===== src/rtl/ps2_mouse_init_ctrl.sv =====
// PS/2 mouse power-up sequencer: reset, IntelliMouse knock, ID read, stream enable.
// Latency: one command byte per SEND/TXWAIT/ACKWAIT round; stream_en rises on the final FA.
// Backpressure: tx_req is held with a stable tx_byte until tx_done/tx_err; every wait is bounded by TIMEOUT_CYC.
// Optional feature macro: PS2_WHEEL_EN (full knock + ID read); undefined gives FF, F4 only and wheel tied 0.
module ps2_mouse_init_ctrl #(
   parameter logic [25:0] TIMEOUT_CYC = 26'd50_000_000,
   parameter logic [1:0]  MAX_RETRY   = 2'd3
) (
   input  logic       CLOCK,
   input  logic       RESET,
   input  logic       restart,
   output logic       tx_req,
   output logic [7:0] tx_byte,
   input  logic       tx_done,
   input  logic       tx_err,
   input  logic       rx_valid,
   input  logic [7:0] rx_byte,
   output logic       stream_en,
   output logic       wheel,
   output logic       err,
   output logic [1:0] retry_cnt
);

   typedef enum logic [3:0] {
      S_SEND,
      S_TXWAIT,
      S_ACKWAIT,
      S_BATWAIT,
      S_ID0WAIT,
`ifdef PS2_WHEEL_EN
      S_IDWAIT,
`endif
      S_DONE,
      S_FAIL,
      S_ERROR
   } state_t;

`ifdef PS2_WHEEL_EN
   localparam logic [3:0] LAST_STEP = 4'd8;
   localparam logic [3:0] ID_STEP   = 4'd7;
`else
   localparam logic [3:0] LAST_STEP = 4'd1;
`endif

   // Command bytes issued in order; step indexes this table.
   function automatic logic [7:0] step_rom(input logic [3:0] idx);
`ifdef PS2_WHEEL_EN
      case (idx)
         4'd0:    step_rom = 8'hFF;
         4'd1:    step_rom = 8'hF3;
         4'd2:    step_rom = 8'hC8;
         4'd3:    step_rom = 8'hF3;
         4'd4:    step_rom = 8'h64;
         4'd5:    step_rom = 8'hF3;
         4'd6:    step_rom = 8'h50;
         4'd7:    step_rom = 8'hF2;
         default: step_rom = 8'hF4;
      endcase
`else
      case (idx)
         4'd0:    step_rom = 8'hFF;
         default: step_rom = 8'hF4;
      endcase
`endif
   endfunction

   state_t      state;
   logic [3:0]  step;
   logic [25:0] timer;
   logic [1:0]  fe_cnt;
   logic        timeout;

`ifdef PS2_WHEEL_EN
   logic        wheel_q;
   assign wheel = wheel_q;
`else
   assign wheel = 1'b0;
`endif

   // Response window expires on the last counted cycle; an event in that cycle takes priority.
   assign timeout = (timer == TIMEOUT_CYC - 26'd1);

   // Sequencer: state, step pointer, timers, retry bookkeeping and all registered outputs.
   always_ff @(posedge CLOCK or negedge RESET) begin
      if (!RESET) begin
         state     <= S_SEND;
         step      <= 4'd0;
         timer     <= 26'd0;
         fe_cnt    <= 2'd0;
         tx_req    <= 1'b0;
         tx_byte   <= 8'h00;
         stream_en <= 1'b0;
         err       <= 1'b0;
         retry_cnt <= 2'd0;
`ifdef PS2_WHEEL_EN
         wheel_q   <= 1'b0;
`endif
      end else if (restart) begin
         // Abort from anywhere, including mid-transmission.
         state     <= S_SEND;
         step      <= 4'd0;
         timer     <= 26'd0;
         fe_cnt    <= 2'd0;
         tx_req    <= 1'b0;
         stream_en <= 1'b0;
         err       <= 1'b0;
         retry_cnt <= 2'd0;
`ifdef PS2_WHEEL_EN
         wheel_q   <= 1'b0;
`endif
      end else begin
         case (state)
            S_SEND: begin
               tx_byte <= step_rom(step);
               tx_req  <= 1'b1;
               timer   <= 26'd0;
               state   <= S_TXWAIT;
            end

            S_TXWAIT: begin
               if (tx_done) begin
                  tx_req <= 1'b0;
                  timer  <= 26'd0;
                  state  <= S_ACKWAIT;
               end else if (tx_err || timeout) begin
                  tx_req <= 1'b0;
                  timer  <= 26'd0;
                  state  <= S_FAIL;
               end else begin
                  timer <= timer + 26'd1;
               end
            end

            S_ACKWAIT: begin
               if (rx_valid) begin
                  timer <= 26'd0;
                  case (rx_byte)
                     8'hFA: begin
                        fe_cnt <= 2'd0;
                        if (step == 4'd0) begin
                           state <= S_BATWAIT;
`ifdef PS2_WHEEL_EN
                        end else if (step == ID_STEP) begin
                           state <= S_IDWAIT;
`endif
                        end else if (step == LAST_STEP) begin
                           state     <= S_DONE;
                           stream_en <= 1'b1;
                        end else begin
                           step  <= step + 4'd1;
                           state <= S_SEND;
                        end
                     end
                     8'hFE: begin
                        // Two resends of one step are tolerated; the third FE abandons the attempt.
                        if (fe_cnt == 2'd2) begin
                           fe_cnt <= 2'd0;
                           state  <= S_FAIL;
                        end else begin
                           fe_cnt <= fe_cnt + 2'd1;
                           state  <= S_SEND;
                        end
                     end
                     default: state <= S_FAIL;
                  endcase
               end else if (timeout) begin
                  timer <= 26'd0;
                  state <= S_FAIL;
               end else begin
                  timer <= timer + 26'd1;
               end
            end

            S_BATWAIT: begin
               if (rx_valid) begin
                  timer <= 26'd0;
                  state <= (rx_byte == 8'hAA) ? S_ID0WAIT : S_FAIL;
               end else if (timeout) begin
                  timer <= 26'd0;
                  state <= S_FAIL;
               end else begin
                  timer <= timer + 26'd1;
               end
            end

            S_ID0WAIT: begin
               // Post-BAT ID byte is normally 00 but its value does not matter here.
               if (rx_valid) begin
                  timer <= 26'd0;
                  step  <= 4'd1;
                  state <= S_SEND;
               end else if (timeout) begin
                  timer <= 26'd0;
                  state <= S_FAIL;
               end else begin
                  timer <= timer + 26'd1;
               end
            end

`ifdef PS2_WHEEL_EN
            S_IDWAIT: begin
               if (rx_valid) begin
                  timer   <= 26'd0;
                  wheel_q <= (rx_byte == 8'h03);
                  step    <= LAST_STEP;
                  state   <= S_SEND;
               end else if (timeout) begin
                  timer <= 26'd0;
                  state <= S_FAIL;
               end else begin
                  timer <= timer + 26'd1;
               end
            end
`endif

            S_DONE: begin
               // Packet traffic belongs to the decoder now; nothing here reacts to rx.
               timer <= 26'd0;
            end

            S_FAIL: begin
               timer  <= 26'd0;
               fe_cnt <= 2'd0;
               tx_req <= 1'b0;
               if (retry_cnt == MAX_RETRY - 2'd1) begin
                  retry_cnt <= MAX_RETRY;
                  err       <= 1'b1;
                  state     <= S_ERROR;
               end else begin
                  retry_cnt <= retry_cnt + 2'd1;
                  step      <= 4'd0;
`ifdef PS2_WHEEL_EN
                  wheel_q   <= 1'b0;
`endif
                  state     <= S_SEND;
               end
            end

            S_ERROR: begin
               tx_req <= 1'b0;
               timer  <= 26'd0;
            end

            default: begin
               tx_req <= 1'b0;
               timer  <= 26'd0;
               state  <= S_SEND;
            end
         endcase
      end
   end

endmodule


===== config.mk =====
export PLATFORM = sky130hd
export DESIGN_NAME = ps2_mouse_init_ctrl
export DESIGN_NICKNAME = d
export VERILOG_FILES = /design/src/rtl/ps2_mouse_init_ctrl.sv
export SDC_FILE = /design/constraint.sdc
export NUM_CORES = 1
export LEC_CHECK = 0
export CAP_MARGIN = 20
export CORE_AREA = 2 2 105 107
export DETAILED_ROUTE_END_ITERATION = 6
export DIE_AREA = 0 0 107 109
export GPL_ROUTABILITY_DRIVEN = 0
export SYNTH_ARGS = -nofsm -noshare
export SYNTH_HDL_FRONTEND = slang
export SYNTH_SLANG_ARGS = --single-unit

===== constraint.sdc =====
create_clock -name CLOCK -period 1.95 [get_ports CLOCK]
set_input_delay 0.39 -clock CLOCK [delete_from_list [all_inputs] [get_ports CLOCK]]
set_output_delay 0.39 -clock CLOCK [all_outputs]
set_load 0.01 [all_outputs]

# Word-level counts from Yosys, hierarchy flattened
# Cells that the tools add are included.
dict set report totals {
  register_bits 49
  latch_bits 0
  ram_bits 0
  rom_bits 0
  word_cells 110
  memories 0
}
dict set report op_classes {
  addsub 4
  multipliers 0
  div 0
  n_lt_le_gt_ge 0
  eq_ne 25
  n_shift 0
  muxes 50
  bitwise 1
  n_reduce_logical 21
}
# operator n
set ops {}
lappend ops {{$mux W26} 5}
lappend ops {{$mux W4} 15}
lappend ops {{$pmux W26 S2} 1}
lappend ops {{$pmux W4 S7} 1}
lappend ops {{$add A26 B1 Y26 const B} 1}
lappend ops {{$eq A26 B26 Y1 const B} 1}
lappend ops {{$eq A8 B8 Y1 const B} 3}
lappend ops {{$eq A4 B3 Y1 const B} 4}
lappend ops {{$ne A3 B3 Y1 const B} 5}
lappend ops {{$mux W2} 7}
lappend ops {{$mux W1} 12}
lappend ops {{$mux W3} 4}
lappend ops {{$pmux W4 S3} 1}
lappend ops {{$reduce_bool A2 Y1} 6}
lappend ops {{$eq A4 B1 Y1 const B} 2}
lappend ops {{$eq A4 B2 Y1 const B} 2}
lappend ops {{$logic_not A4 Y1} 2}
lappend ops {{$pmux W2 S2} 2}
lappend ops {{$pmux W4 S2} 1}
lappend ops {{$reduce_and A2 Y1} 4}
lappend ops {{$reduce_and A7 Y1} 1}
lappend ops {{$reduce_and A5 Y1} 1}
lappend ops {{$add A2 B1 Y2 const B} 2}
lappend ops {{$add A4 B1 Y4 const B} 1}
lappend ops {{15 further kinds} 17}

# Depth between registers and ports, before layout
dict set report logic_depth {
  depth_word 7
  depth_mapped 8
  ltp_nobuf 7
}

# Least setup slack after synthesis
# OpenSTA, ideal clock, no wires.
dict set report synth_timing {
  path_type {register to register}
  start {register step[0]}
  end {register step[2]}
  setup_time_ps 95
  arrival_time_ps 1933
  slack_ps -78
  stages_incl_launch_ff 8
  n_path_buf 0
  path_cell_list {dfrtp_1 -> inv_1 -> ha_1 -> or2_2 -> a2111oi_0 -> o221ai_1 -> and2b_1 -> o31ai_1}
}
dict set report synth_via {
  elab_chain_cells 7
}
# element line
set synth_lines {}
lappend synth_lines {{start, declared} 68} ;# logic [3:0] step;
lappend synth_lines {{start signal, assigned} 150} ;# step <= step + 4'd1;
lappend synth_lines {{$add A4 B1 Y4} 150}
lappend synth_lines {{$mux W4} 146} ;# end else if (step == LAST_STEP) begin
lappend synth_lines {{$mux W4} 140} ;# if (step == 4'd0) begin
lappend synth_lines {{$mux W4} 137} ;# case (rx_byte)
lappend synth_lines {{$mux W4} 135} ;# if (rx_valid) begin
lappend synth_lines {{$pmux W4 S3} 112} ;# case (state)
lappend synth_lines {{$mux W4} 98} ;# end else if (restart) begin
# Several ways; a longest one is shown, not always the timed one. The select of a mux whose other input is x is not followed.
# A chain may end at the register's enable or synchronous reset.

# Worst setup path after layout
# Ends and elaborated chain as after synthesis.

==> results.yml <==
timing:
  final.setup.tns_ps: 0
  min_period_ps: 1870
  tightestPinTransition_ps: 575
  max-slew-margin-rel_pct: 61.7
  fin_ws_ps: 77.0
  drv_slew: 0
  min_period_over_period_pct: 96.1
  clock_skew_ps: 9.94
  timing.fmax_ghz: 0.534
  rsz0062_at_grt: "true"
  setup_viol: 0
  hold_viol: 0
floorplanning:
  die_w_um: 107
  num_io_pins: 28
  row_count: 38
  start_util_pct: 24.2
  die_area_sq_um: 11700
  die_y_um: 109
  core_area_sq_um: 10600
pwr:
  p_switching_mw: 0.490
  ir_drop_mv: 0.275
  p_seq_share_pct: 47.5
  p_comb_share_pct: 14.6
  pwr-share-clk_pct: 37.9
  p_leak_nw: 1.33
  internal_power_mw: 1.47
  fin_total_pwr_mw: 1.96
  switching_share_pct: 25.0
  power.density_nw_per_um2: 587
logic_synthesis:
  syn_area_sq_um: 2560
  synth_mux_area_share_pct: 0.781
  synthXorXnorAreaFrac_pct: 8.20
  ys.warnings.count: 0
  async_reset_ff_share_pct: 100
  ys_seq_area_share_pct: 42.0
  synth_simple_gate_area_share_pct: 30.8
  synth_flop_cell: "dfrtp_1"
  postSynthCellCount: 283
  synth-seq-cells: 43
  synth_top_family_by_area: "simple AND/OR/NAND/NOR gates"
  synth_area_leader_cell: "dfrtp_1"
  yosysTopAreaCellShare_pct: 42.0
  avgSynthCellArea_sq_um: 9.06
  synth_compound_area_share_pct: 10.1
  synth_edf_count: 0
  yosysUniqueCellTypes: 55
  synth_area_leaders: "dfrtp_1, nor2_1, xor2_1"
  synth_fa_ha_area_share_pct: 2.44
clocking:
  path_clk_slew_ps: 80
  cts_tree: "yes"
  cts-root-buf: "clkbuf_8"
  holdBufCountCts: 0
  cts_sinks: 43
  clk_latency_ps: 300
  cts_max_path_buffers: 2
  h-tree-depth: 2
  cts_setup_buffers: 0
  numCtsBuffers: 5
critical_path:
  cp_top_family: "compound AO/OA/AOI/OAI gates"
  required_ps: 2160
  crit_path_top_delay_cell: "dfrtp_1"
  worst-path-max-fanout: 4
  path_cells: "ha_2 -> or2_4 -> a2111oi_4 -> o221ai_2 -> and2b_2 -> o31ai_2"
  cp.arrival_ps: 2080
  end_kind: "flip-flop"
  crit_buf_inv: 0
  crit_type: "flip-flop to flip-flop"
  cpPeakStageDelay_ps: 410
  worstSetupStartpointType: "flip-flop"
grt:
  grt_usage_pct: 10.5
  grt_pass1_wl_mm: 9.83
  grt_max_degree: 44
  grt_pass1_vias: 2080
  gr-total-overflow: 0
  antenna_found_initial: 0
flow_run:
  maxCapViolations: 0
hold_path:
  hold_path_class: "primary input to asynchronous set/reset pin"
routing:
  ant_nets: 0
  dr.pass1.iters: 4
  drc: 0
  routedWlPerCell_um: 12.7
  viasPerCell: 4.61
  drtIter0Drc: 92
  vias: 2171
  drt-total-wl_mm: 5.98
final_layout:
  post-route-util_pct: 31.5
  drive_gt1_share_pct: 20.5
  area_delta_synth_final_pct: 30.3
  nets: 349
  final.fill_count: 1098
  diodes: 0
place:
  port_buffers: 26
  place_hpwl_mm: 4.28
  dp_slack_ps: -379
status:
  outcome: "finished, final reports clean"
[path summary, 6_finish.rpt]
| path | startpoint | end | slack [ps] | depth (start not counted) |
|---|---|---|---|---|
| max | step[0] | step[2] | 80 | 6 |
| min | RESET | timer[8] | 160 | 2 |
| max reg2reg | step[0] | step[2] | 80 | 6 |
| min reg2reg | fe_cnt[0] | fe_cnt[0] | 530 | 1 |
| max in group asynchronous | RESET | fe_cnt[1] | 1390 | 2 |
| min in group CLOCK | fe_cnt[0] | fe_cnt[0] | 530 | 1 |
[cells by family after synthesis]
| logic type | count (synthesis) |
|---|---|
| AO/OA/AOI/OAI | 38 |
| XOR/XNOR | 24 |
| adder cells (fa/ha/maj) | 5 |
| buffers and inverters | 26 |
| flip-flops | 43 |
| multiplexers | 2 |
| other | 1 |
| AND/OR/NAND/NOR | 144 |
[metal layers]
layer,wire (um),track usage (%),up-vias
li1,-,-,1086
met1,2810,13.5,1041
met2,2900,18.0,34
met3,184,2.15,10
met4,74,2.60,0
met5,0,0,-
[per-stage QoR]
step	hold WS [ps]	instance area, sq um	cells
finish	164	3340	471
global route	199	3340	471
CTS	188	3290	471
detailed placement	494	3140	463
global placement	486	3140	463
floorplan	94.4	2580	284
[area by class of cell]
| type | instances | area, sq um | share of cell area [%] |
|---|---|---|---|
| repair buffers | 58 | 495 | 14.8 |
| well taps | 140 | 175 | 5.25 |
| inverters | 7 | 26.3 | 0.787 |
| clock buffers | 6 | 82.6 | 2.47 |
| clock inverters | 2 | 35.0 | 1.05 |
| multi-input cells | 215 | 1450 | 43.4 |
| flip-flops and latches | 43 | 1080 | 32.2 |
[power groups by stage]
stage	registers, mW	logic (mW)	clock network (mW)
4_1_cts	0.930	0.275	0.763
3_3_place_gp	0.946	0.255	0
5_1_grt	0.934	0.319	0.800
3_5_place_dp	0.948	0.263	0
6_report	0.931	0.287	0.743
2_1_floorplan	0.950	0.121	0
[state kept, by name, indices dropped and copies added, names as in the netlist]
signal and flops:
err 1, tx_req 1, step 4, state 4, stream_en 1, tx_byte 2
retry_cnt 2, fe_cnt 2, timer 26
[synthesized netlist by cell type (3+ instances only)]
library cell  instances
dfrtp_1              43
nor2_1               41
nand2_1              20
xor2_1               15
nand3_1              12
nand4_1              12
o21ai_0               9
xnor2_1               9
buf_4                 7
clkbuf_1              7
inv_1                 7
nor2b_1               7
a21oi_1               6
and3_1                5
and4_1                5
ha_1                  5
nand3b_1              5
nor3_1                5
nor4_1                5
a31oi_1               4
nand2b_1              4
or2_2                 4
nor2_2                3
nor4b_1               3
o31ai_1               3
[what timing repair did]
action | 4_1_cts | 5_1_grt
resized for setup | 7 | 14
endpoints found under the hold margin | 0 | 0
pin swaps | 5 | 7
endpoints found under the setup margin | 5 | 31
[cells in the final DEF, fill, tap and decap left out, types with 4 or more instances in the layout]
cell             instances
nand2b_1                 4
nor3_1                   4
and3_1                   5
clkdlybuf4s50_1         25
inv_1                    5
nand3b_1                 5
nor2_1                  40
a31oi_1                  4
nand3_1                 11
nand4_1                 12
clkbuf_8                 6
and4_1                   5
a21oi_1                  6
nor2_2                   4
o21ai_0                  6
buf_4                   32
nor4_1                   5
xnor2_1                  9
dfrtp_1                 43
nand2_1                 20
xor2_1                  15
nor2b_1                  7
Note: power is estimated with default switching activity, not from simulation.
